File: src/rtl/xgmii_multilane_frame_gen.sv
// Multi-lane XGMII frame generator: START, preamble, SFD, payload, TERMINATE, then inter-packet gap.
// Define XGMII_FRAME_GEN_STATS_EN to add saturating o_frame_cnt / o_abort_cnt outputs.
module xgmii_multilane_frame_gen #(
  parameter int unsigned LANES          = 8,
  parameter int unsigned MIN_LEN        = 46,
  parameter int unsigned MAX_LEN        = 1500,
  parameter int unsigned IPG_CYCLES     = 1,
  parameter logic [7:0]  IDLE_CODE      = 8'h07,
  parameter logic [7:0]  START_CODE     = 8'hFB,
  parameter logic [7:0]  PREAMBLE_CODE  = 8'h55,
  parameter logic [7:0]  SFD_CODE       = 8'hD5,
  parameter logic [7:0]  TERMINATE_CODE = 8'hFD,
  parameter logic [7:0]  ERROR_CODE     = 8'hFE,
  parameter logic [7:0]  DATA_PATTERN   = 8'hAA
) (
  input  logic                         tx_clk,
  input  logic                         i_rst,
  input  logic                         i_start,
  input  logic [$clog2(MAX_LEN+1)-1:0] i_len,
  input  logic [1:0]                   i_mode,
  input  logic                         i_abort,
  output logic [8*LANES-1:0]           o_tx_data,
  output logic [LANES-1:0]             o_tx_ctrl,
  output logic                         o_ready,
  output logic                         o_done
`ifdef XGMII_FRAME_GEN_STATS_EN
  ,
  output logic [31:0]                  o_frame_cnt,
  output logic [15:0]                  o_abort_cnt
`endif
);

  localparam int unsigned LEN_W = $clog2(MAX_LEN+1);
  localparam int unsigned POS_W = $clog2(9+MAX_LEN+LANES+1);
  localparam int unsigned GAP_W = $clog2(IPG_CYCLES+1);

  localparam logic [1:0] S_IDLE  = 2'd0;
  localparam logic [1:0] S_FRAME = 2'd1;
  localparam logic [1:0] S_IPG   = 2'd2;

  logic [1:0]         state_q, state_d;
  logic [LEN_W-1:0]   len_q, len_d, len_clamped, cur_len;
  logic [1:0]         mode_q, mode_d, cur_mode;
  logic [POS_W-1:0]   pos_q, pos_d, cur_pos, term_pos;
  logic [GAP_W-1:0]   gap_q, gap_d;
  logic [8*LANES-1:0] frame_data, data_d;
  logic [LANES-1:0]   frame_ctrl, ctrl_d;
  logic               frame_term, done_d, err_d, ready_d;

  always_comb begin
    len_clamped = i_len;
    if (i_len < LEN_W'(MIN_LEN))
      len_clamped = LEN_W'(MIN_LEN);
    else if (i_len > LEN_W'(MAX_LEN))
      len_clamped = LEN_W'(MAX_LEN);
  end

  // In IDLE the word is built from the live request so START appears right after the accepting edge.
  always_comb begin
    cur_len    = (state_q == S_IDLE) ? len_clamped : len_q;
    cur_mode   = (state_q == S_IDLE) ? i_mode : mode_q;
    cur_pos    = (state_q == S_IDLE) ? '0 : pos_q;
    term_pos   = POS_W'(cur_len) + POS_W'(8);
    frame_term = (term_pos >= cur_pos) && (term_pos < cur_pos + POS_W'(LANES));
    frame_data = '0;
    frame_ctrl = '0;
    for (int unsigned n = 0; n < LANES; n++) begin
      logic [POS_W-1:0] p;
      logic [7:0]       kb;
      p  = cur_pos + POS_W'(n);
      kb = p[7:0] - 8'd8;
      if (p == '0) begin
        frame_data[8*n +: 8] = START_CODE;
        frame_ctrl[n]        = 1'b1;
      end else if (p < POS_W'(7)) begin
        frame_data[8*n +: 8] = PREAMBLE_CODE;
      end else if (p == POS_W'(7)) begin
        frame_data[8*n +: 8] = SFD_CODE;
      end else if (p < term_pos) begin
        case (cur_mode)
          2'd1:    frame_data[8*n +: 8] = DATA_PATTERN;
          2'd2:    frame_data[8*n +: 8] = 8'h00;
          default: frame_data[8*n +: 8] = kb;
        endcase
      end else if (p == term_pos) begin
        frame_data[8*n +: 8] = TERMINATE_CODE;
        frame_ctrl[n]        = 1'b1;
      end else begin
        frame_data[8*n +: 8] = IDLE_CODE;
        frame_ctrl[n]        = 1'b1;
      end
    end
  end

  always_comb begin
    state_d = state_q;
    len_d   = len_q;
    mode_d  = mode_q;
    pos_d   = pos_q;
    gap_d   = gap_q;
    data_d  = {LANES{IDLE_CODE}};
    ctrl_d  = '1;
    done_d  = 1'b0;
    err_d   = 1'b0;
    case (state_q)
      S_IDLE, S_FRAME: begin
        if (state_q == S_FRAME && i_abort) begin
          data_d  = {LANES{ERROR_CODE}};
          err_d   = 1'b1;
          state_d = S_IPG;
          gap_d   = GAP_W'(IPG_CYCLES);
        end else if (state_q == S_FRAME || i_start) begin
          data_d  = frame_data;
          ctrl_d  = frame_ctrl;
          len_d   = cur_len;
          mode_d  = cur_mode;
          pos_d   = cur_pos + POS_W'(LANES);
          state_d = S_FRAME;
          if (frame_term) begin
            done_d  = 1'b1;
            state_d = S_IPG;
            gap_d   = GAP_W'(IPG_CYCLES);
          end
        end
      end
      S_IPG: begin
        if (gap_q <= GAP_W'(1))
          state_d = S_IDLE;
        else
          gap_d = gap_q - GAP_W'(1);
      end
      default: state_d = S_IDLE;
    endcase
    ready_d = (state_d == S_IDLE);
  end

  always_ff @(posedge tx_clk or posedge i_rst) begin
    if (i_rst) begin
      state_q   <= S_IDLE;
      len_q     <= '0;
      mode_q    <= '0;
      pos_q     <= '0;
      gap_q     <= '0;
      o_tx_data <= {LANES{IDLE_CODE}};
      o_tx_ctrl <= '1;
      o_ready   <= 1'b1;
      o_done    <= 1'b0;
    end else begin
      state_q   <= state_d;
      len_q     <= len_d;
      mode_q    <= mode_d;
      pos_q     <= pos_d;
      gap_q     <= gap_d;
      o_tx_data <= data_d;
      o_tx_ctrl <= ctrl_d;
      o_ready   <= ready_d;
      o_done    <= done_d;
    end
  end

`ifdef XGMII_FRAME_GEN_STATS_EN
  always_ff @(posedge tx_clk or posedge i_rst) begin
    if (i_rst) begin
      o_frame_cnt <= '0;
      o_abort_cnt <= '0;
    end else begin
      if (done_d && o_frame_cnt != '1)
        o_frame_cnt <= o_frame_cnt + 32'd1;
      if (err_d && o_abort_cnt != '1)
        o_abort_cnt <= o_abort_cnt + 16'd1;
    end
  end
`endif

endmodule

File: config.mk
export PLATFORM = sky130hd
export DESIGN_NAME = xgmii_multilane_frame_gen
export DESIGN_NICKNAME = d
export VERILOG_FILES = /design/src/rtl/xgmii_multilane_frame_gen.sv
export SDC_FILE = /design/constraint.sdc
export NUM_CORES = 1
export LEC_CHECK = 0
export BUFFER_PORTS_ARGS = -buffer_cell sky130_fd_sc_hd__buf_2
export CAP_MARGIN = 20
export CELL_PAD_IN_SITES_DETAIL_PLACEMENT = 1
export CELL_PAD_IN_SITES_GLOBAL_PLACEMENT = 2
export CORE_ASPECT_RATIO = 1.2
export CORE_MARGIN = 2
export CORE_UTILIZATION = 37
export DETAILED_ROUTE_END_ITERATION = 10
export PLACE_DENSITY_LB_ADDON = 0.1
export SYNTH_ARGS = -nofsm -noshare
export SYNTH_HDL_FRONTEND = slang
export SYNTH_SLANG_ARGS = --single-unit
File: constraint.sdc
create_clock -name tx_clk -period 5.3 [get_ports tx_clk]
set_clock_uncertainty 0.05 [all_clocks]
set_input_delay 0.53 -clock tx_clk [delete_from_list [all_inputs] [get_ports tx_clk]]
set_output_delay 0.53 -clock tx_clk [all_outputs]
set_load 0.01 [all_outputs]
==> metrics.cfg, run 1 <==
[clock_network]
numClockSinks=100
postCtsSetupBuffers=0
root_buffer=clkbuf_16
clock_latency_ns=0.38
cts_buffer_depth=2
htreeDepth=3
cts.repair.resized=0
numCtsBuffers=9
clk_pin_slew_ns=0.07
cts_hold_buf=0
tritoncts=done

[synth]
syn-instance-count=1205
avgSynthCellArea_um2=8.32
ys_seq_elements=100
syn_nets=1307
async_flop_share_pct=100
synth_edf_count=0
synth_seq_area_share_pct=25.4
yosys_most_used_dff=dfrtp_1
syn_area_um2=10000
yosys_warnings=0
yosysUniqueCellTypes=110

[detailed_routing]
wl_per_cell_um=27.2
drt_pass1_iterations=5
num_vias=9878
antenna_left=0
drc=0
drt-total-wl_mm=44.4
drtIter0Drc=656
viasPerCell=6.04

[setup_path]
worstPathMaxFanout=10
reg2reg_depth=17
crit_path_end_kind=flip-flop
critPathKind=flip-flop to flip-flop
startpoint_type=flip-flop
critical_path_required_ns=5.53
cp.arrival_ns=5.06

[grt]
track_usage_pct=31.1
grt-ovfl-total=0
grt_pass1_vias=9870
grt_max_degree=53
antenna_found_initial=0
grt_pass1_wl_mm=65.3

[placement]
place_congestion=0.968
post-place-cells=1620
dp_slack_ns=0.297
port_buffers=90
place_hpwl_mm=34.7
placed_area_um2=11000

[floorplanning]
rows=66
die_area_um2=28400
ioPinCount=91
fp.dieH_um=184
coreArea_um2=26900
die_w_um=154
start_util_pct=37.2

[cells_and_area]
nFillCells=3292
finalNonFillerCells=1636
regArea_um2=2540
final_core_util_pct=41.9
layout-drive-gt1-share_pct=18.4
area_growth_pct=12.6
fin_area_um2=11300
multi_input_area_um2=6940
antennaDiodeCount=0
fin_nets=1393

[sta]
rsz0062_at_grt=false
hold_viol=0
worstMarginPinSlew_ns=1.04
slew_headroom_pct=30.0
final-setup-viol-count=0
fin_crit_sh_pct=91.3
max_freq_mhz=207
layout_setup_ws_ns=0.463
fin_setup_tns_ns=0
period_minus_slack_ns=4.84
drv_slew=0

[status]
outcome=completed

[pwr]
p_leak_nw=5.02
power.density_nw_per_um2=675
vdd_drop_max_mv=0.426

[job]
drv_cap=0

[worst_hold_path]
hp-class=input pin to asynchronous set/reset pin

==> layer usage <==
metal  share of wire (%)  global-route usage, %  wire [um]
met1                  44                   40.7      19700
met3                 4.5                   3.22       2000
met4                 3.0                   10.5       1330
met5                   0                      0          0
met2                  48                   53.8      21400
==> placed cells by master (no fill, tap or decap), types with 12 or more instances in the layout <==
| cell type | n |
|---|---|
| buf_2 | 90 |
| o21ai_1 | 12 |
| nor3_1 | 28 |
| o31ai_1 | 19 |
| dfstp_2 | 33 |
| a31oi_1 | 17 |
| nand4_1 | 12 |
| or3_1 | 17 |
| and2_1 | 12 |
| nand3_1 | 29 |
| a21oi_1 | 75 |
| o21a_1 | 12 |
| nand2b_1 | 15 |
| buf_4 | 47 |
| nor2_1 | 105 |
| xor2_1 | 24 |
| o211ai_1 | 16 |
| xnor3_1 | 13 |
| inv_1 | 60 |
| and3_1 | 22 |
| ha_1 | 85 |
| dfrtp_1 | 67 |
| a21o_1 | 17 |
| xnor2_1 | 57 |
| nand2_1 | 120 |
| o21ai_0 | 62 |
==> Yosys cell counts, types with 7 or more instances <==
| master | number | share of area [%] |
|---|---|---|
| o211ai_1 | 16 | 1.2 |
| maj3_1 | 10 | 1.0 |
| xnor3_1 | 13 | 2.9 |
| xor2_1 | 24 | 2.1 |
| a21o_1 | 17 | 1.3 |
| clkbuf_1 | 29 | 1.1 |
| dfstp_2 | 33 | 8.6 |
| o21ai_0 | 62 | 3.1 |
| xnor2_1 | 57 | 5.0 |
| o21a_1 | 12 | 0.90 |
| nand4_1 | 12 | 0.75 |
| or3_1 | 17 | 1.1 |
| ha_1 | 85 | 11 |
| dfrtp_1 | 67 | 17 |
| nor2b_1 | 10 | 0.62 |
| nor4_1 | 10 | 0.62 |
| a21oi_1 | 75 | 3.7 |
| o31ai_1 | 19 | 1.4 |
| o31a_1 | 7 | 0.61 |
| a31oi_1 | 17 | 1.1 |
| nor3_1 | 28 | 1.4 |
| o21ai_1 | 12 | 0.60 |
| mux2i_1 | 7 | 0.70 |
| o221ai_1 | 8 | 0.70 |
| and3_1 | 22 | 1.4 |
| buf_1 | 7 | 0.26 |
| inv_1 | 61 | 2.3 |
| o21bai_1 | 11 | 0.82 |
| nand2_1 | 120 | 4.5 |
| buf_2 | 18 | 0.90 |
| and2_1 | 12 | 0.75 |
| nand3_1 | 29 | 1.4 |
| or4_1 | 7 | 0.52 |
| nor2_1 | 106 | 4.0 |
| nand2b_1 | 15 | 0.94 |
==> kinds of logic after synthesis <==
logic type / count (synthesis) / share of synthesized area, %
flip-flops: 100 / 25.4
AO/OA/AOI/OAI: 341 / 23.9
multiplexers: 11 / 1.15
buffers and inverters: 129 / 5.53
XOR/XNOR: 96 / 10.4
AND/OR/NAND/NOR: 428 / 21.4
adder cells (fa/ha/maj): 100 / 12.2
==> worst max-delay path, cell delays in order (launching register included) <==
cell      delay, ns
dfrtp_1        0.38
or2_1          0.30
buf_4          0.21
nand2_1        0.10
inv_1          0.16
ha_1           0.37
a21oi_1        0.43
o21ai_0        0.14
o31a_1         0.15
o21ai_0        0.44
ha_1           0.34
a21oi_1        0.15
o21a_1         0.14
maj3_1         0.23
o221ai_2       0.11
maj3_2         0.43
or3_1          0.39
a31oi_1        0.22
==> power breakdown <==
group / internal [mW] / switching, mW
Sequential: 1.12 / 0.119
Clock: 0.363 / 0.323
Combinational: 2.07 / 3.63
Total: 3.55 / 4.08
==> registers in the layout, indices dropped and copies added (netlist names) <==
register and cells:
o_tx_data 64, len_q 11, pos_q 11, o_tx_ctrl 8, mode_q 2, state_q 2, o_done 1, o_ready 1
==> final timing paths <==
path / startpoint / end / slack (ns)
hold reg to reg: len_q[1] / len_q[1] / 0.43
max in group asynchronous: i_rst / o_tx_data[60] / 3.88
setup / recovery: state_q[0] / o_tx_data[30] / 0.46
hold / removal: i_rst / o_tx_data[27] / 0.23
setup reg to reg: state_q[0] / o_tx_data[30] / 0.46
min in group tx_clk: len_q[1] / len_q[1] / 0.43
==> stage by stage <==
step	power (mW)	hold WS [ns]
detailed placement	6.85	0.416
global placement	6.79	0.410
finish	7.62	0.229
floorplan	4.85	0.395
CTS	7.59	0.254
global route	8.16	0.281
==> area by class of cell <==
| cell class | instances | area share (%) |
|---|---|---|
| Multi-Input combinational cell | 976 | 61.5 |
| Inverter | 66 | 2.24 |
| Clock inverter | 4 | 0.266 |
| Tap cell | 340 | 3.77 |
| Clock buffer | 12 | 2.37 |
| Timing Repair Buffer | 138 | 7.36 |
| Sequential cell | 100 | 22.5 |
Note: power is estimated with default switching activity, not from simulation.
==> run 2, diff against run 1 <==
--- a/config.mk
+++ b/config.mk
@@ -11,7 +11,7 @@
 export CELL_PAD_IN_SITES_GLOBAL_PLACEMENT = 2
 export CORE_ASPECT_RATIO = 1.2
 export CORE_MARGIN = 2
-export CORE_UTILIZATION = 37
+export CORE_UTILIZATION = 30
 export DETAILED_ROUTE_END_ITERATION = 10
 export PLACE_DENSITY_LB_ADDON = 0.1
 export SYNTH_ARGS = -nofsm -noshare
==> metrics.cfg, run 2 (synthesis gave the netlist of run 1 again) <==
[clock_network]
postCtsSetupBuffers=0
numCtsBuffers=9
htreeDepth=3
root_buffer=clkbuf_16
clock_latency_ns=0.38
cts_buffer_depth=2
clk_pin_slew_ns=0.07
numClockSinks=100
tritoncts=done
cts.repair.resized=0
cts_hold_buf=0

[pwr]
vdd_drop_max_mv=0.289
switching_share_pct=53.5
power_frac_seq_pct=16.1
totalPowerFinal_mw=7.69
p_switching_mw=4.11
p_leak_nw=5.05
internal_power_mw=3.58
pwr-share-comb_pct=74.6
clkPwrFrac_pct=9.3
power.density_nw_per_um2=670

[placement]
post-place-cells=1736
place_hpwl_mm=36.4
port_buffers=90
place_congestion=0.950
placed_area_um2=11200

[sta]
max_freq_mhz=203
hold_viol=0
fin_hold_ws_ns=0.226
rsz0062_at_grt=false
fin_crit_sh_pct=92.9
slew_headroom_pct=28.4
worstMarginPinSlew_ns=1.07
drv_slew=0
period_minus_slack_ns=4.93
fin_setup_tns_ns=0
final-setup-viol-count=0

[floorplanning]
ioPinCount=91
die_area_um2=34900
rows=73
start_util_pct=30.3
fp.dieH_um=204
die_w_um=171
coreArea_um2=33100

[cells_and_area]
layout-drive-gt1-share_pct=18.7
area_growth_pct=14.4
reg.largest.list=o_tx_data: 64 flops, len_q: 11 flops, pos_q: 11 flops
layout_commonest_cell=nand2_1
antennaDiodeCount=0
fin_area_um2=11500
largest_reg_flops=64
nFillCells=4030
finalNonFillerCells=1752
layout_common_cells=nand2_1, nor2_1, buf_2, ha_1, a21oi_1
fin_nets=1399
max_flop_register=o_tx_data

[setup_path]
startpoint_type=flip-flop
critPathSlowestCell=o21ai_0
critical_path_required_ns=5.54
cp.arrival_ns=5.17
worst_path_largest_cell_delay_ns=0.51
path_cells=or2_1 -> nand2_1 -> inv_1 -> ha_1 -> a21oi_1 -> o21ai_0 -> o31a_1 -> o21ai_0 -> ha_1 -> a21oi_1 -> o21a_1 -> maj3_1 -> o221ai_2 -> maj3_2 -> or3_1 -> a31oi_1
crit_path_end_kind=flip-flop
critPathKind=flip-flop to flip-flop
worstPathMaxFanout=9

[detailed_routing]
drt-total-wl_mm=46.8
wl_per_cell_um=26.7
antenna_left=0
wl_met1_mm=21.1
top_layer=met4
drtIter0Drc=646
drc=0
num_vias=9836
drt_pass1_iterations=5
met2_length_mm=22.5
dr_wl_met3_mm=1.95
viasPerCell=5.61

[grt]
grt_pass1_wl_mm=68.5
grt_pass1_vias=10000
grt-ovfl-total=0
grt_max_degree=63
antenna_found_initial=0
track_usage_pct=27.2

[status]
outcome=completed

[job]
drv_cap=0

[worst_hold_path]
hp-class=input pin to asynchronous set/reset pin

[run 2: changes by cell type in the layout (fill, tap and decap cells not counted)]
cell and delta:
clkinvlp_4 -1, clkbuf_16 -1, buf_4 +6, bufinv_16 +1, clkbuf_8 +1, clkbuf_1 +1, clkinv_4 -1
[run 2: area by class of cell]
cell class	count	area, um^2	share of cell area, %
Tap cell	450	563	4.91
Multi-Input combinational cell	976	6940	60.4
Timing Repair Buffer	144	876	7.63
Clock buffer	13	260	2.27
Sequential cell	100	2540	22.2
Clock inverter	3	43.8	0.382
Inverter	66	253	2.20
[run 2: power groups by stage]
stage	clock network (mW)	logic (mW)	registers [mW]
6_report	0.714	5.74	1.23
3_5_place_dp	0	5.69	1.25
3_3_place_gp	0	5.64	1.24
5_1_grt	0.765	6.22	1.27
4_1_cts	0.742	5.71	1.24
2_1_floorplan	0	3.51	1.34
[run 2: worst max-delay path: cells and delay by family (launching register included)]
family / cells / cell delay [ns]
buf+inv: 1 / 0.20
fa+ha+maj: 4 / 1.36
simple gates: 3 / 0.97
compound gates: 8 / 1.87
flops: 1 / 0.37
[run 2: layer usage]
| layer | global-route usage [%] | vias to the layer above |
|---|---|---|
| li1 | - | 4565 |
| met1 | 35.7 | 4953 |
| met2 | 46.6 | 260 |
| met3 | 2.92 | 58 |
| met4 | 8.47 | 0 |
| met5 | 0 | - |
[run 2: stage by stage]
stage | setup slack [ns] | utilization (%)
global route | 0.0532 | 34.7
finish | 0.374 | 34.7
global placement | 0.504 | 33.7
floorplan | 0.421 | -
detailed placement | 0.404 | 33.8
CTS | 0.431 | 34.7
[run 2: worst paths after layout]
kind,start,endpoint,slack (ns),depth (start not counted)
setup reg to reg,state_q[0],o_tx_data[30],0.37,16
setup / recovery,state_q[0],o_tx_data[30],0.37,16
hold reg to reg,mode_q[0],mode_q[0],0.44,2
min in group tx_clk,mode_q[0],mode_q[0],0.44,2
hold / removal,i_rst,o_tx_data[29],0.23,2
max in group asynchronous,i_rst,mode_q[1],3.92,3
==> run 3, diff against run 2 <==
==> constraint.sdc (replaced) <==
create_clock -name tx_clk -period 5.37 [get_ports tx_clk]
set_clock_uncertainty 0.05 [all_clocks]
set_input_delay 0.537 -clock tx_clk [delete_from_list [all_inputs] [get_ports tx_clk]]
set_output_delay 0.537 -clock tx_clk [all_outputs]
set_load 0.01 [all_outputs]
==> metrics.cfg, run 3 (synthesis gave the netlist of run 1 again) <==
[cells_and_area]
largest_reg_flops=64
reg.largest.list=o_tx_data: 64 flops, len_q: 11 flops, pos_q: 11 flops
layout_commonest_cell=nand2_1
area_growth_pct=14.1
layout-drive-gt1-share_pct=18.6
max_flop_register=o_tx_data
fin_nets=1395
layout_common_cells=nand2_1, nor2_1, buf_2, ha_1, a21oi_1
antennaDiodeCount=0

[pwr]
clkPwrFrac_pct=9.9
internal_power_mw=3.52
totalPowerFinal_mw=7.55
power.density_nw_per_um2=660
power_frac_seq_pct=15.9
pwr-share-comb_pct=74.1
p_leak_nw=5.03
vdd_drop_max_mv=0.232
p_switching_mw=4.03
switching_share_pct=53.4

[placement]
place_congestion=0.900
port_buffers=90
place_hpwl_mm=35.4

[detailed_routing]
viasPerCell=5.58
antenna_left=0
drt_pass1_iterations=7
num_vias=9746
drt-total-wl_mm=45.7
drtIter0Drc=631
wl_per_cell_um=26.1
drc=0

[grt]
grt-ovfl-total=0
grt_pass1_vias=10000
grt_max_degree=60
grt_pass1_wl_mm=68.0
track_usage_pct=26.8
antenna_found_initial=0

[floorplanning]
start_util_pct=30.3
rows=73
die_area_um2=34900
coreArea_um2=33100
die_w_um=171
fp.dieH_um=204
ioPinCount=91

[sta]
rsz0062_at_grt=false
max_freq_mhz=204
fin_crit_sh_pct=91.2
fin_hold_ws_ns=0.166
final-setup-viol-count=0
drv_slew=0
fin_setup_tns_ns=0
slew_headroom_pct=24.5
worstMarginPinSlew_ns=1.12
period_minus_slack_ns=4.90
hold_viol=0

[clock_network]
clk_pin_slew_ns=0.10
numClockSinks=100
numCtsBuffers=9
postCtsSetupBuffers=0
root_buffer=clkbuf_16
htreeDepth=3
clock_latency_ns=0.40
cts.repair.resized=0
cts_hold_buf=0
cts_buffer_depth=2
tritoncts=done

[setup_path]
worstPathMaxFanout=10
startpoint_type=flip-flop
cp.arrival_ns=5.11
critPathKind=flip-flop to flip-flop
critical_path_required_ns=5.58
crit_path_end_kind=flip-flop

[worst_hold_path]
hp-class=input pin to asynchronous set/reset pin

[status]
outcome=completed

[job]
drv_cap=0

## run 3: cell types whose count changed in the layout (fill, tap and decap cells not counted)
cell        before  now
clkinv_2         1    2
clkinvlp_4       0    1
buf_4           53   50
buf_16           1    0
clkbuf_1         2    1
bufinv_16        1    2
clkbuf_8         2    0
## run 3: final cells by class
class,count,area (um^2)
Clock buffer,10,229
Multi-Input combinational cell,976,6940
Inverter,66,253
Clock inverter,6,86.3
Tap cell,450,563
Fill cell,4015,21600
Timing Repair Buffer,140,826
Sequential cell,100,2540
## run 3: path summary, 6_finish.rpt
kind / from / end / slack [ns] / depth (start not counted)
max reg2reg: state_q[0] / o_tx_data[42] / 0.47 / 18
min reg2reg: mode_q[1] / mode_q[1] / 0.44 / 2
max in group asynchronous: i_rst / o_tx_data[4] / 3.89 / 3
min in group tx_clk: mode_q[1] / mode_q[1] / 0.44 / 2
max: state_q[0] / o_tx_data[42] / 0.47 / 18
min: i_rst / o_tx_data[44] / 0.17 / 2
## run 3: per-layer routing
| layer | share of wire [%] | vias up | track usage (%) |
|---|---|---|---|
| li1 | - | 4541 | - |
| met1 | 46 | 4926 | 35.5 |
| met4 | 3.7 | 0 | 9.78 |
| met3 | 3.0 | 62 | 2.79 |
| met2 | 48 | 217 | 45.0 |
| met5 | 0 | - | 0 |
## run 3: metrics by stage
stage	utilization, %	cell area, um^2	std cells	worst slack, ns
global route	34.6	11400	1748	0.110
finish	34.6	11400	1748	0.471
detailed placement	33.6	11100	1732	0.486
floorplan	-	10000	1205	0.491
CTS	34.6	11400	1748	0.548
global placement	33.6	11100	1732	0.515
## run 3: critical path, stage by stage, from the launching register on
cell and delay (ns):
dfrtp_1 0.38, or2_1 0.41, nand2_1 0.17, inv_1 0.21, ha_1 0.32, a21oi_1 0.49, xor2_1 0.13, nor2_1 0.42
ha_1 0.33, o21ai_0 0.08, a21oi_1 0.08, o41ai_1 0.33, buf_4 0.19, o2111ai_1 0.09, and3_1 0.22, o2111a_1 0.17
o31a_1 0.27, nor2_1 0.26, o221ai_1 0.15
## run 3: power groups by stage
| stage | logic (mW) | clock network [mW] | registers [mW] |
|---|---|---|---|
| after global routing | 6.12 | 0.792 | 1.24 |
| after CTS | 5.58 | 0.774 | 1.21 |
| after detailed placement | 5.55 | 0 | 1.23 |
| after floorplan | 3.47 | 0 | 1.32 |
| final | 5.60 | 0.748 | 1.20 |
| after global placement | 5.51 | 0 | 1.21 |
